===== src/rtl/hazard_ctrl.sv =====
// hazard_ctrl: stall and forwarding-select generator for the 5-stage pipeline.
// Tracks a shadow pipeline of register-usage records for E, M and W and derives
// the D-stage stall request plus every forwarding MUX select from them.
// Ports:
//   clk, rst_n                  clock, async active-low reset
//   d_valid_i                   D holds a real instruction (0 = bubble)
//   d_rs_i, d_rt_i              D source registers
//   d_tuse_rs_i, d_tuse_rt_i    cycles until operand consumed (3 = unused)
//   d_a3_i, d_tnew_i            D destination register and its Tnew at E entry
//   stall_o                     freeze PC and F/D, bubble into D/E (combinational)
//   fwd_d_rs_o, fwd_d_rt_o      D compare MUX3: 0 RF, 1 M result, 2 E result
//   fwd_e_rs_o, fwd_e_rt_o      ALU operand MUX3: 0 D/E reg, 1 W result, 2 M result
//   fwd_m_rt_o                  store-data MUX2: 0 E/M reg, 1 W result
module hazard_ctrl (
  input  logic       clk,
  input  logic       rst_n,
  input  logic       d_valid_i,
  input  logic [4:0] d_rs_i,
  input  logic [4:0] d_rt_i,
  input  logic [1:0] d_tuse_rs_i,
  input  logic [1:0] d_tuse_rt_i,
  input  logic [4:0] d_a3_i,
  input  logic [1:0] d_tnew_i,
  output logic       stall_o,
  output logic [1:0] fwd_d_rs_o,
  output logic [1:0] fwd_d_rt_o,
  output logic [1:0] fwd_e_rs_o,
  output logic [1:0] fwd_e_rt_o,
  output logic       fwd_m_rt_o
);

  localparam int unsigned RegW = 5;
  localparam int unsigned TW   = 2;

  // Each record keeps only the fields later stages still consult: M no longer
  // needs rs, and W's Tnew is always 0 so only its destination matters.
  typedef struct packed {
    logic [RegW-1:0] rs;
    logic [RegW-1:0] rt;
    logic [RegW-1:0] a3;
    logic [TW-1:0]   tnew;
  } e_rec_t;

  typedef struct packed {
    logic [RegW-1:0] rt;
    logic [RegW-1:0] a3;
    logic [TW-1:0]   tnew;
  } m_rec_t;

  e_rec_t          e_q, e_d;
  m_rec_t          m_q, m_d;
  logic [RegW-1:0] w_a3_q, w_a3_d;

  // A producer matches a source only for a nonzero destination.
  function automatic logic hit(input logic [RegW-1:0] a3, input logic [RegW-1:0] src);
    return (a3 != '0) && (a3 == src);
  endfunction

  // Two-level priority select: nearer stage encodes 2, farther stage 1.
  function automatic logic [1:0] sel2(input logic near, input logic far);
    if (near)     return 2'd2;
    else if (far) return 2'd1;
    else          return 2'd0;
  endfunction

  // Stall: a producer in E or M whose result arrives later than D needs it.
  always_comb begin
    stall_o = 1'b0;
    if (hit(e_q.a3, d_rs_i) && (d_tuse_rs_i < e_q.tnew)) stall_o = 1'b1;
    if (hit(m_q.a3, d_rs_i) && (d_tuse_rs_i < m_q.tnew)) stall_o = 1'b1;
    if (hit(e_q.a3, d_rt_i) && (d_tuse_rt_i < e_q.tnew)) stall_o = 1'b1;
    if (hit(m_q.a3, d_rt_i) && (d_tuse_rt_i < m_q.tnew)) stall_o = 1'b1;
  end

  // Forward selects: only a ready (Tnew 0) matching stage may drive the bypass.
  always_comb begin
    fwd_d_rs_o = sel2(hit(e_q.a3, d_rs_i) && (e_q.tnew == '0),
                      hit(m_q.a3, d_rs_i) && (m_q.tnew == '0));
    fwd_d_rt_o = sel2(hit(e_q.a3, d_rt_i) && (e_q.tnew == '0),
                      hit(m_q.a3, d_rt_i) && (m_q.tnew == '0));
    fwd_e_rs_o = sel2(hit(m_q.a3, e_q.rs) && (m_q.tnew == '0),
                      hit(w_a3_q, e_q.rs));
    fwd_e_rt_o = sel2(hit(m_q.a3, e_q.rt) && (m_q.tnew == '0),
                      hit(w_a3_q, e_q.rt));
    fwd_m_rt_o = hit(w_a3_q, m_q.rt);
  end

  // Record advance: D into E (or a bubble), E into M with saturating Tnew, M into W.
  always_comb begin
    e_d = '0;
    if (!stall_o && d_valid_i) begin
      e_d.rs   = d_rs_i;
      e_d.rt   = d_rt_i;
      e_d.a3   = d_a3_i;
      e_d.tnew = d_tnew_i;
    end
    m_d.rt   = e_q.rt;
    m_d.a3   = e_q.a3;
    m_d.tnew = (e_q.tnew == '0) ? '0 : (e_q.tnew - TW'(1));
    w_a3_d   = m_q.a3;
  end

  // Record registers; reset empties the shadow pipeline.
  always_ff @(posedge clk or negedge rst_n) begin
    if (!rst_n) begin
      e_q    <= '0;
      m_q    <= '0;
      w_a3_q <= '0;
    end else begin
      e_q    <= e_d;
      m_q    <= m_d;
      w_a3_q <= w_a3_d;
    end
  end

endmodule


===== config.mk =====
export PLATFORM = sky130hd
export DESIGN_NAME = hazard_ctrl
export DESIGN_NICKNAME = d
export VERILOG_FILES = /design/src/rtl/hazard_ctrl.sv
export SDC_FILE = /design/constraint.sdc
export NUM_CORES = 1
export LEC_CHECK = 0
export ABC_AREA = 1
export BUFFER_PORTS_ARGS = -buffer_cell sky130_fd_sc_hd__clkbuf_2
export CAP_MARGIN = 25
export CORE_MARGIN = 2
export CORE_UTILIZATION = 50
export CTS_CLUSTER_DIAMETER = 30
export DETAILED_ROUTE_END_ITERATION = 16
export GPL_ROUTABILITY_DRIVEN = 0
export PLACE_DENSITY = 0.85
export SYNTH_ARGS = -nofsm -noshare
export SYNTH_HDL_FRONTEND = slang
export SYNTH_SLANG_ARGS = --single-unit

===== constraint.sdc =====
create_clock -name clk -period 1.5 [get_ports clk]
set_input_delay 0.3 -clock clk [delete_from_list [all_inputs] [get_ports clk]]
set_output_delay 0.3 -clock clk [all_outputs]
set_load 0.03 [all_outputs]

# After elaboration in Yosys (flattened, before gate mapping)
# Index checks and enable logic that the tools add are counted.
# word_totals
reg_bits	34
in_bits	24
output_inout_bits	10
wordCells	62
# classes
add_sub_neg	1
n_lt_le_gt_ge	4
n_eq_ne	9
muxes	14
n_reduce_logical	26
# op_table
cell	count
5-bit == test	9
1-bit logical AND	20
17-bit 2-to-1 mux	1
5-bit nonzero test	3
2-bit 2-to-1 mux	5
2-bit less-than comparator	4
1-bit 2-to-1 mux	8
2-bit zero test	2
2-bit by 1-bit subtractor with 2-bit output (second input constant)	1
1-bit zero test	1

# Depth between registers and ports, before layout
# Gate-level depths: netlist (run 1).
# depth
ltp_word	10
ltp_mapped	12
mapped_depth_nobuf	10

# Worst setup path before layout (run 1)
# Ideal clock, no wire load.
# synth_path
kind	reg-to-output
startpoint	reg m_q, in the netlist w_a3_d[4]
endpoint	out fwd_e_rs_o[0]
t_arrival_ns	1.818
required_ns	1.200
setup_slack_ns	-0.618
path_stages_with_launch	6
n_path_buf	1
path_cell_list	dfrtp_1 buf_2 xnor2_1 o2111ai_1 nor3_1 nor2_1
# synth_between
elab_chain_cells	4
word_cells_on_any_way	5
classes_between	1 x eq/ne; 1 x mux; 3 x reduce/logical
# synth_lines
element	line	text
from (decl)	51	m_rec_t m_q, m_d;
from (signal assigned)	111	m_q <= m_d;
5-bit == test or 5-bit nonzero test (tied branches)	56	return (a3 != '0) && (a3 == src);
1-bit logical AND (*)	56	
1-bit logical AND (*)	81	fwd_e_rs_o = sel2(hit(m_q.a3, e_q.rs) && (m_q.tnew == '0),
2-bit 2-to-1 mux (*)	61	if (near) return 2'd2;
to (decl)	27	output logic [1:0] fwd_e_rs_o,
# Mark *: on every way between the ends. The rest lies on a longest branch, timed or not.

# Worst setup path in the final report (run 1)
# layout_path
startpoint	reg e_q[2] (netlist bit)
endpoint	out fwd_d_rs_o[1]
# layout_between
elab_chain_cells	4
word_cells_on_any_way	5
classes_between	1 x eq/ne; 1 x mux; 3 x reduce/logical
# layout_lines
element	line	text
from (decl)	50	e_rec_t e_q, e_d;
from (signal assigned)	106	e_q <= '0;
from (signal assigned)	110	e_q <= e_d;
5-bit == test or 5-bit nonzero test (tied branches)	56	
1-bit logical AND (*)	56	
1-bit logical AND (*)	77	fwd_d_rs_o = sel2(hit(e_q.a3, d_rs_i) && (e_q.tnew == '0),
2-bit 2-to-1 mux (*)	61	
to (decl)	25	output logic [1:0] fwd_d_rs_o,
# Marked as above.

==> results of run 1 <==
## sequential cells by signal, summed over array words and instances (netlist names)
signal,flops
e_q,17
m_q,7
w_a3_d,5
w_a3_q,5
## cells in the mapped netlist, drive strengths merged
| cell | count |
|---|---|
| ha | 4 |
| o2111ai | 2 |
| nand2 | 39 |
| dfrtp | 34 |
| a21oi | 4 |
| a21boi | 1 |
| nand4 | 5 |
| a211oi | 1 |
| xor2 | 3 |
| buf | 3 |
| nor3b | 1 |
| xnor2 | 32 |
| inv | 33 |
| or2 | 1 |
| nor3 | 5 |
| nor2 | 36 |
| nand3 | 8 |
| o21ai | 2 |
## cells by family after synthesis
logic type | Yosys count | share of synthesized area (%)
adders and majority gates | 4 | 2.59
AOI/OAI and AO/OA | 10 | 3.24
DFF | 34 | 44.1
and+or+nand+nor | 95 | 25.9
buffers and inverters | 36 | 8.29
xor gates and xnor gates | 35 | 15.9
## power groups by stage
stage / combinational [mW] / clock [mW] / sequential (mW)
2_1_floorplan: 0.330 / 0 / 1.04
3_3_place_gp: 0.517 / 0 / 1.04
6_report: 0.734 / 1.05 / 1.05
5_1_grt: 0.780 / 1.10 / 1.05
4_1_cts: 0.655 / 1.04 / 1.04
3_5_place_dp: 0.541 / 0 / 1.05
## metrics by stage
step           worst slack (ns)  std cells
2_1_floorplan            -0.135        214
5_1_grt                  -0.743        346
3_5_place_dp             -0.221        324
3_3_place_gp             -0.180        324
4_1_cts                  -0.465        344
6_report                 -0.645        346
## worst max-delay path: stages, from the launching register on
cell and delay (ns):
sky130_fd_sc_hd__dfrtp_2 0.45, sky130_fd_sc_hd__nor2_2 0.06, sky130_fd_sc_hd__nand2_1 0.11, sky130_fd_sc_hd__o21ai_1 0.08, sky130_fd_sc_hd__inv_1 0.11, sky130_fd_sc_hd__buf_4 0.13, sky130_fd_sc_hd__nand2_2 0.08, sky130_fd_sc_hd__nor3_4 0.30
sky130_fd_sc_hd__clkbuf_8 0.22
## worst max-delay path by stage
stage / start / endpoint / cells past startpoint
2_1_floorplan: e_q[3]$_DFF_PN0_ / fwd_d_rs_o[0] / 6
3_3_place_gp: d_rs_i[4] / fwd_d_rs_o[1] / 7
3_5_place_dp: w_a3_d[2]$_DFF_PN0_ / stall_o / 9
4_1_cts: e_q[3]$_DFF_PN0_ / fwd_d_rs_o[0] / 9
5_1_grt: e_q[5]$_DFF_PN0_ / fwd_d_rs_o[1] / 8
6_report: e_q[2]$_DFF_PN0_ / fwd_d_rs_o[1] / 8
## area by class of cell
type,instances,area (um^2),share of cell area [%]
repair buffers,79,659,21.8
clock buffers,5,68.8,2.28
multi-input cells,144,1170,38.9
flip-flops and latches,34,862,28.6
inverters,33,126,4.19
well taps,48,60.1,1.99
clock inverters,3,68.8,2.28
## cells in the final DEF, fill, tap and decap left out, types with 4 or more instances in the layout
cell                       instances
sky130_fd_sc_hd__clkbuf_8         12
sky130_fd_sc_hd__xnor2_2           4
sky130_fd_sc_hd__nor2_4           17
sky130_fd_sc_hd__dfrtp_1          25
sky130_fd_sc_hd__ha_1              4
sky130_fd_sc_hd__nand3_1           6
sky130_fd_sc_hd__buf_4            35
sky130_fd_sc_hd__nor2_2            9
sky130_fd_sc_hd__buf_6             8
sky130_fd_sc_hd__nor2_1           10
sky130_fd_sc_hd__nand2_1          30
sky130_fd_sc_hd__inv_2             7
sky130_fd_sc_hd__nand2_2           8
sky130_fd_sc_hd__dfrtp_2           9
sky130_fd_sc_hd__clkbuf_2         23
sky130_fd_sc_hd__xnor2_1          26
sky130_fd_sc_hd__nand4_1           4
sky130_fd_sc_hd__inv_1            25
## per-layer routing
metal  track usage, %  up-vias  wire (um)
met5                0        -          0
met1             29.5      906       2180
met4             21.9        0        329
li1                 -      828          -
met2             53.9      100       3450
met3             5.79       31        352
## repair_timing
item,CTS,global route
endpoints found under the hold margin,16,0
pin swaps,17,12
resized for setup,64,17
endpoints found under the setup margin,27,27
hold buffers,1,0
setup buffers,11,2
==> results list, run 1 <==
- After layout, the worst setup slack is -0.645 ns.
- Of the total power, the share spent switching nets is 29.5%.
* Int Pwr: 1.99 mW
* Fraction of the cycle the final worst path needs: 143%
* Max IR drop VDD: 880 uV
* Global route total overflow: 0
- Timing would allow up to roughly 470 MHz.
- The filler cells instantiated in the layout total between 150 and 200.
- Measured along the x axis, the die boundary spans 66.1 um.
* Max-slew violation count: 0
- The worst hold path terminates at e_q[1]$_DFF_PN0_.
- Initial cell density of the core: 52.3%
- TNS Setup: -13.65 ns
- Setup violations remaining at the end of the flow were counted as 27.
- Part of the total power dissipated in combinational logic: 25.9%
* FP Rows: 22
- Number of buffers added on ports: 33
- Before antenna repair, the detailed router went through 4 iterations.
* Global-route wire length before repair: 9200 um
- TritonCTS Buffers: 5
- STA classifies the critical path endpoint as an output port.
- Across the run, the number of max-cap violations was 0.
- Synth Area per Inst: 9.02 um^2
- The run finished, with violations left.
* Number of vias per cell after detailed routing: about 5.4
- The clock net in this run drives a total of 34 sinks.
- Area of the die: 4370 um^2
- The clock tree synthesis step divided the H-tree into 2 levels.
* Sequential area share after synthesis: 44.1%
* Maximum net fanout on the critical path: 4
* Finished Core Util: 81.9%
- Violations in the final reports: negative setup slack
- For this design the static power due to leakage is 1.43 nW.
- Worst Reg-to-Reg Cells: 13
- From synthesis to final layout, the design area changed by 56.4%.
- In this run, the clock network consumes about 37% of the power.
- Overall routing resource usage: 29.7%
- Core footprint: roughly 3700 um^2
- The share of total power dissipated in sequential elements is 36.9%.
* Switching power total: 0.837 mW
- Proportion of layout cells with a drive suffix above 1: 53.7%
* Die extent in y: 66.1 um
- For this design the top-level I/O count stands at 34.
- Setup Skew: 0.0113 ns
* Initial antenna violation count: 0
- Setup slack on the worst reg-to-reg path comes out at -0.53 ns.
* Number of storage elements in the synthesis netlist: 34
- Wires add up to 6310 um.
- Cell type with the largest total area after synthesis: sky130_fd_sc_hd__dfrtp_1
* R2R Path End: e_q[11]$_DFF_PN0_
- Min-Delay Startpoint: d_tnew_i[1]
- The via count of the first global-routing pass came to 2003.
- The synthesized netlist occupies a cell area of 1930 um^2.
* Headroom to the max-slew limit: 69.4%
* Clock edge transition at the registers on the reported setup and hold paths: around 0.08 ns
* CTS tree: built
- Cell area after layout: between 3000 and 4000 um^2
- Setup Crit Path Kind: reg -> out
* Largest buffer count on any clock path: 2
* Pin count of the biggest net entering global routing: 19
- After detailed routing, the number of remaining DRC violations is 0.
- DRT antenna net count: 0
- After detailed routing, the average wire length per cell comes to 18.2 um.
* Share of the synthesized area in the top cell type: between 40% and 50%
* Placed inst area: 2450 um^2
- The design draws 2.83 mW.
- Final #Nets: 325
* Hold Worst Slack: 0.173 ns
* Worst Max-Slew Pin Slew: 0.459 ns
* R2r startpoint: e_q[3]$_DFF_PN0_
* Root Buffer: sky130_fd_sc_hd__clkbuf_8
* Number of distinct library cells after synthesis: 28
- In the synthesized netlist, the number of instances is ~210.
- Power density over cell area: 938 nW/um^2
- Antenna Diode Count: 0
- Required time worst endpoint: 1.20 ns
- STA puts the critical path data arrival time at 1.85 ns.
- Dominant cells by area after synthesis: sky130_fd_sc_hd__dfrtp_1 (44%), sky130_fd_sc_hd__xnor2_1 (15%), sky130_fd_sc_hd__nand2_1 (7.0%)
* Routed vias: between 1500 and 2000
- DPL Wire Length: 3540 um
- Setup repair after global routing could not meet its margin everywhere.
- After the first detailed-routing iteration, the DRC count stood at 90.
* Hold Path Depth: 3
- The routed design could run at a clock period as short as 2.15 ns.
- Yosys warnings: 0
- Startpoint types: register
* Post-Syn Nets: 242
- Hold Fails Final Rpt: 0
- At the later pin of the worst-skew pair, clock insertion delay measures ~0.3 ns.
* Tightest Hold Check Type: in -> reg
(Power assumes the default switching activity.)
==> run 2, diff against run 1 <==
--- a/config.mk
+++ b/config.mk
@@ -8,7 +8,7 @@
 export ABC_AREA = 1
 export BUFFER_PORTS_ARGS = -buffer_cell sky130_fd_sc_hd__clkbuf_2
 export CAP_MARGIN = 25
-export CORE_MARGIN = 2
+export CORE_ASPECT_RATIO = 0.7
 export CORE_UTILIZATION = 50
 export CTS_CLUSTER_DIAMETER = 30
 export DETAILED_ROUTE_END_ITERATION = 16
==> run 2 against run 1 <==
  * The flow still finishes with violations (negative setup slack)
  * Count of clock-buffer cells in the layout grew 2
  * Critical endpoint is now fwd_d_rs_o[0]
  * Largest power group unchanged
  * Register-to-register slack gained 0.27 ns
  * Die area shrank 5.9%
  * Design area shrank 4.6%
  * Critical path depth shrank 1
  * Worst setup slack gained 0.11 ns
  * Sequential share of layout area grew 1.3 points
==> results list, run 2 (synthesis results as in run 1) <==
* TritonCTS Buffers: 5 (unchanged)
* Worst reg2reg setup slack: -0.26 ns (+0.27 ns)
* Final #Nets: 314 (-3.4%)
- DPL Wire Length: 3340 um (-5.5%)
* Antenna Diode Count: 0 (unchanged)
* Number of inserted filler cells in the final layout: 209 (+6.6%)
- The count of input and output buffers is 33 (unchanged).
* Capturing element type of the critical path: output port
- The number of maximum-capacitance violations came to 0 (unchanged).
* Fraction of the cycle the final worst path needs: 135% (-7.5 points)
- The initial core utilization came to 53.6% (+1.2 points).
- Headroom to the max-slew limit: 70.9% (+1.5 points)
* Core footprint: 3600 um^2 (-2.3%)
* Most common cell after layout, fill and taps aside: sky130_fd_sc_hd__nand2_1
- FP Rows: 18 (-18%)
* CTS tree: built
- Maximum net fanout on the critical path: 4 (unchanged)
* Overall routing resource usage: 25.3% (-4.4 points)
- Commonest cells after routing, fill and taps aside: sky130_fd_sc_hd__nand2_1 (32), sky130_fd_sc_hd__xnor2_1 (28), sky130_fd_sc_hd__inv_1 (27)
* Setup Crit Path Kind: reg -> out
* Area grow syn2layout: 49.2%
- The post-detailed-route wirelength per cell was 14.9 um (-18%).
- Length of routed met3 wiring: 245 um (-30%)
- Top Layer Used: met4
- The clock net sink count is 34 (unchanged).
* Level count of the clock H-tree: 2 (unchanged)
- IO Pins: 34 (unchanged)
- The iteration count of the initial detailed-routing pass came to 4 (unchanged).
* Proportion of layout cells with a drive suffix above 1: 48.3% (-5.4 points)
* Power density over cell area: 818 nW/um^2 (-13%)
- Initial antenna violation count: 0 (unchanged)
- The summed negative setup slack over all endpoints is -8.33 ns (+5.32 ns).
* Placed inst area: 2400 um^2 (-2.3%)
- Unrepaired setup endpoints after global routing: true
* Global-route wire length before repair: 7530 um (-18%)
- Result of the run: complete, but fails checks
- Hold Fails Final Rpt: 0 (unchanged)
- Flip-flop count of the largest register, all copies and words added: 17 (unchanged)
- The setup slack after layout was -0.532 ns (+0.113 ns).
- The later-pin clock latency in the skew report is 0.29 ns (about the same).
- The peak ir drop on the vdd network was 512 uV (-42%).
* Worst Max-Slew Pin Slew: 0.436 ns (-0.0230 ns)
* Critical path cell sequence: xnor2_1, o21ai_1, inv_1, nand2_2, nor3_4, nor2_4, buf_8
* Delay of the slowest cell on the worst path: 0.42 ns (-0.03 ns)
- The clock skew is 0.00316 ns (-0.00818 ns).
- Root Buffer: sky130_fd_sc_hd__clkbuf_8
* DRT antenna net count: 0 (unchanged)
- The clock slew seen by the registers of the worst setup and hold paths was 0.06 ns (-0.02 ns).
* R2r startpoint: w_a3_d[2]$_DFF_PN0_
* Global route total overflow: 0 (unchanged)
* Cell with the largest stage delay on the worst path: sky130_fd_sc_hd__dfrtp_1
* DRT iter0 DRCs: 77 (-14%)
- Pin count of the biggest net entering global routing: 17 (-2)
- Largest registers: e_q x17, m_q x7
- The number of setup violations in the final report was 27 (unchanged).
- Wire length reported by the detailed router: 5010 um (-21%)
* Violations in the final reports: negative setup slack
* Number of vias per cell after detailed routing: 4.98 (-7.7%)
- The die width was 76.3 um (+15%).
- Counting flops per register, the top entry is e_q.
* Startpoint types: register
- The required time at the worst-slack endpoint was 1.20 ns (about the same).
- The critical path arrival is 1.73 ns (-0.12 ns).
* R2R Path End: e_q[13]$_DFF_PN0_
- The number of pins exceeding their max-slew limit in the final report is 0 (unchanged).
* Period minus WS final: 2.03 ns (-0.113 ns)
- # DRC: 0 (unchanged)
- Amount of wire on met2 after detailed routing: 2590 um (-25%)
- Worst Reg-to-Reg Cells: 12 (-1)
- The count of vias placed by the detailed router is 1672 (-10%).
- Cell area after layout: 2880 um^2 (-4.6%)
- Met1 layer wirelength in the final routing: 2030 um (-6.6%)
- The critical path ends at fwd_d_rs_o[0].
* Highest achievable clock rate: 492 MHz (+5.6%)
- The area of the die was 4120 um^2 (-5.9%).
- The via count of the first global-routing pass is 1646 (-18%).
* Largest buffer count on any clock path: 2 (unchanged)
* Launch point of the worst path: e_q[5]$_DFF_PN0_
- The min-delay analysis places its worst path in the category in -> reg.
* Leakage Power: 1.35 nW (-6.0%)
- The worst hold margin is 0.194 ns (+0.0211 ns).
- Die extent in y: 54.0 um (-18%)
==> run 2: cell count changes in the layout (fill, tap and decap cells not counted), sizes merged <==
cell | previous run | this run
clkbuf | 35 | 34
bufinv | 2 | 0
clkinv | 1 | 0
buf | 48 | 40
==> run 2: worst min path at each step <==
stage,from,endpoint,slack [ns],cells after the start
floorplan,rst_n,e_q[0]$_DFF_PN0_,0.004,0
global route,d_tnew_i[1],e_q[1]$_DFF_PN0_,0.20,3
CTS,d_a3_i[1],e_q[3]$_DFF_PN0_,0.20,3
finish,d_a3_i[1],e_q[3]$_DFF_PN0_,0.19,3
global placement,rst_n,w_a3_q[4]$_DFF_PN0_,0.26,1
detailed placement,rst_n,w_a3_q[4]$_DFF_PN0_,0.25,1
==> run 2: critical path: cells and delay by family, from the launching register on <==
kind,cells,cell delay (ns)
compound gates,1,0.13
buf+inv,2,0.26
flops,1,0.42
xor+xnor,1,0.22
simple gates,3,0.41
==> run 2: final cells by class <==
class / instances / area [um^2] / share of cell area [%]
Sequential cell: 34 / 861 / 29.9
Tap cell: 50 / 62.6 / 2.17
Clock buffer: 7 / 76.3 / 2.65
Multi-Input combinational cell: 144 / 1170 / 40.6
Timing Repair Buffer: 68 / 582 / 20.2
Inverter: 33 / 129 / 4.47
==> run 2: repair_timing <==
| action | CTS | global route |
|---|---|---|
| buffers inserted | 5 | 5 |
| hold buffers | 1 | 0 |
| endpoints found under the hold margin | 14 | 0 |
| endpoints found under the setup margin | 22 | 27 |
| resized for setup | 54 | 20 |
| pin swaps | 15 | 15 |
==> run 2: through the flow <==
| stage | power [mW] | worst slack [ns] | instances | utilization [%] |
|---|---|---|---|---|
| after floorplan | 1.37 | -0.135 | 214 | - |
| after global placement | 1.55 | -0.176 | 318 | 66.5 |
| after detailed placement | 1.56 | -0.187 | 318 | 66.5 |
| after CTS | 2.29 | -0.442 | 331 | 76.2 |
| after global routing | 2.47 | -0.587 | 336 | 79.9 |
| final | 2.36 | -0.532 | 336 | 79.9 |
==> run 2: routing by layer <==
metal	global-route usage [%]	vias up
met2	46.7	64
met1	29.8	789
li1	-	800
met5	0	-
met3	4.92	19
met4	11.2	0
==> run 2: power by group <==
group,switching [mW],internal (mW)
clock network,0.315,0.319
logic,0.344,0.332
registers,0.0736,0.973
total,0.732,1.62
==> run 3, diff against run 2 <==
--- a/config.mk
+++ b/config.mk
@@ -14,6 +14,7 @@
 export DETAILED_ROUTE_END_ITERATION = 16
 export GPL_ROUTABILITY_DRIVEN = 0
 export PLACE_DENSITY = 0.85
+export RECOVER_POWER = 50
 export SYNTH_ARGS = -nofsm -noshare
 export SYNTH_HDL_FRONTEND = slang
 export SYNTH_SLANG_ARGS = --single-unit
==> run 3 against run 2 <==
  * The flow still finishes with violations (negative setup slack)
  * Critical endpoint unchanged
  * First-iteration DRC count is the same
  * Critical path type unchanged
  * Total power is essentially flat
  * Die area is the same
==> results list, run 3 (synthesis results as in run 1) <==
- Chip width: 76.3 um (unchanged)
- Area of the die: 4120 um^2 (unchanged)
* Routed vias: 1663 (-0.54%)
- Part of the total power dissipated in combinational logic: 28.7% (about the same)
- Final #Nets: 314 (unchanged)
* Post-placement cell count: 318 (unchanged)
- Skew-Pair Late Insertion Delay: 0.29 ns (about the same)
* Final-report setup violation count: 27 (unchanged)
* Hold Crit Endpoint: e_q[3]$_DFF_PN0_
- The number of hold-slack violations in the final timing report was 0 (unchanged).
* R2R Path End: e_q[13]$_DFF_PN0_
- Global route total overflow: 0 (unchanged)
* Pin count of the biggest net entering global routing: 17 (unchanged)
- The hold path depth is 3 (unchanged).
- The clock skew is 0.00336 ns (+0.000200 ns).
- Counting flops per register, the top entry is e_q.
- The net switching fraction of the power came to 31.1% (+0.039 points).
- The period utilization came to 135% (-0.25 points).
- DRT antenna net count: 0 (unchanged)
- Overall power consumption: 2.36 mW (about the same)
* Global-route wire length before repair: 7530 um (unchanged)
- The normalized max-slew margin was 70.8% (about the same).
- The required time at the worst-slack endpoint is 1.20 ns (about the same).
- The static leakage power came to 1.35 nW (+0.20%).
* Vias in the first global route: 1646 (unchanged)
* Number of max-cap violations: 0 (unchanged)
- R2r startpoint: w_a3_d[2]$_DFF_PN0_
- Setup Crit Path Kind: reg -> out
- Launch point of the worst path: e_q[5]$_DFF_PN0_
* Clock edge transition at the registers on the reported setup and hold paths: 0.06 ns (about the same)
- The number of rows in the core area is 18 (unchanged).
- Switching power total: 0.733 mW (+0.13%)
- Tightest Hold Check Type: in -> reg
* Clock network fraction of total power: 26.9% (about the same)
- Die extent in y: 54.0 um (unchanged)
- The layout-stage area growth over the synthesis result was 49.1% (about the same).
* Initial antenna violation count: 0 (unchanged)
- The all-layer global routing usage came to 25.3% (unchanged).
- The initial core utilization came to 53.6% (unchanged).
- Unrepaired setup endpoints after global routing: true
- Most common cell after layout, fill and taps aside: sky130_fd_sc_hd__nand2_1
- The number of H-tree levels was 2 (unchanged).
* Worst reg2reg setup slack: -0.26 ns (about the same)
- Int Pwr: 1.62 mW (about the same)
- The critical path arrival was 1.73 ns (about the same).
* Largest buffer count on any clock path: 2 (unchanged)
- The DRC violation total after the first TritonRoute iteration was 77 (unchanged).
- TritonCTS built the clock tree.
- The core area is 3600 um^2 (unchanged).
* Worst Max-Slew Pin Slew: 0.437 ns (+0.00106 ns)
- The startpoint identified for the worst hold timing path is d_a3_i[1].
- The time the worst path needs with I/O delays and setup came to 2.03 ns (-0.00380 ns).
- The flow ran to the end, but the final reports show violations.
- # DRC: 0 (unchanged)
- Flip-flop count of the largest register, all copies and words added: 17 (unchanged)
- Root Buffer: sky130_fd_sc_hd__clkbuf_8
- Highest achievable clock rate: 493 MHz (+0.19%)
- The library cells used most frequently in the layout, excluding fill and tap cells, are sky130_fd_sc_hd__nand2_1 (32), sky130_fd_sc_hd__xnor2_1 (28), sky130_fd_sc_hd__dfrtp_1 (28).
- The sequential share of power was 44.4% (about the same).
- TritonCTS Buffers: 5 (unchanged)
- The worst setup path is captured at an output port.
- Number of vias per cell after detailed routing: 4.95 (-0.54%)
* Number of sinks driven by the clock tree: 34 (unchanged)
* Largest registers: e_q x17, m_q x7
* Number of cells in the finished layout apart from fillers: 336 (unchanged)
* DPL Wire Length: 3340 um (unchanged)
- The worst setup path is launched from a register.
- Number of inserted filler cells in the final layout: 211 (+0.96%)
- The maximum fanout count along the critical path is 4 (unchanged).
* Worst Reg-to-Reg Cells: 12 (unchanged)
* Antenna Diode Count: 0 (unchanged)
- Proportion of layout cells with a drive suffix above 1: 47.6% (-0.70 points)
- The number of pins exceeding their max-slew limit in the final report was 0 (unchanged).
- Power density over cell area: 819 nW/um^2 (about the same)
* IO Pins: 34 (unchanged)
- The setup slack after layout is -0.528 ns (+0.00380 ns).
- Initial DRT Pass Iterations: 5 (+1)
- Violations in the final reports: negative setup slack
- Number of buffers added on ports: 33 (unchanged)
* Max IR drop VDD: 513 uV (+0.17%)
- The worst hold margin is 0.193 ns (-0.000789 ns).
- Average wire per cell in the routed design: 14.9 um (-0.18%)
* Wire length reported by the detailed router: 5000 um (-0.18%)
==> run 3: cell counts in the layout (fill, tap and decap cells not counted) <==
Identical to the previous run, type by type.
==> run 3: area by class of cell <==
| type | instances | area, um^2 | area share (%) |
|---|---|---|---|
| clock buffer | 7 | 76.3 | 2.65 |
| inverter | 33 | 129 | 4.48 |
| multi-input combinational | 144 | 1170 | 40.7 |
| sequential | 34 | 858 | 29.8 |
| tap | 50 | 62.6 | 2.17 |
| timing repair buffer | 68 | 582 | 20.2 |
==> run 3: power by group through the flow <==
stage          Clock, mW  Sequential, mW  Combinational [mW]
6_report           0.635            1.05               0.676
5_1_grt            0.693            1.05               0.726
4_1_cts            0.638            1.04               0.606
3_5_place_dp           0            1.05               0.515
3_3_place_gp           0            1.05               0.500
2_1_floorplan          0            1.04               0.330
==> run 3: how the worst max path moves through the flow <==
stage / to / cells after the start
floorplan: fwd_d_rs_o[0] / 6
global placement: fwd_e_rt_o[0] / 6
detailed placement: stall_o / 9
CTS: fwd_d_rs_o[0] / 6
global route: fwd_d_rs_o[0] / 7
finish: fwd_d_rs_o[0] / 7
==> run 3: what timing repair did <==
| action | in CTS | in global routing |
|---|---|---|
| cloned | 0 | 0 |
| setup endpoints to repair | 22 | 27 |
| gates resized for setup | 54 | 20 |
| hold endpoints to repair | 14 | 0 |
| pin swaps | 15 | 15 |
| hold buffers | 1 | 0 |
| buffers inserted | 5 | 5 |
==> run 3: per-stage QoR <==
step	instance area, um^2	worst slack [ns]	utilization [%]	setup TNS, ns
after floorplan	2000	-0.135	-	-0.628
after global placement	2400	-0.176	66.5	-2.19
after detailed placement	2400	-0.187	66.5	-2.87
after CTS	2750	-0.442	76.2	-4.95
after global routing	2880	-0.587	79.9	-10.57
final	2880	-0.528	79.9	-8.49
==> run 3: worst max-delay path, stage by stage, from the launching register on <==
cell	delay, ns
sky130_fd_sc_hd__dfrtp_1	0.42
sky130_fd_sc_hd__xnor2_1	0.22
sky130_fd_sc_hd__o21ai_1	0.13
sky130_fd_sc_hd__inv_1	0.13
sky130_fd_sc_hd__nand2_2	0.08
sky130_fd_sc_hd__nor3_4	0.28
sky130_fd_sc_hd__nor2_4	0.05
sky130_fd_sc_hd__buf_8	0.13
==> run 3: layer usage <==
layer	GRT usage [%]	wire length, um	vias up
li1	-	-	800
met1	29.8	2050	783
met2	46.7	2600	61
met3	4.92	214	19
met4	11.2	138	0
met5	0	0	-
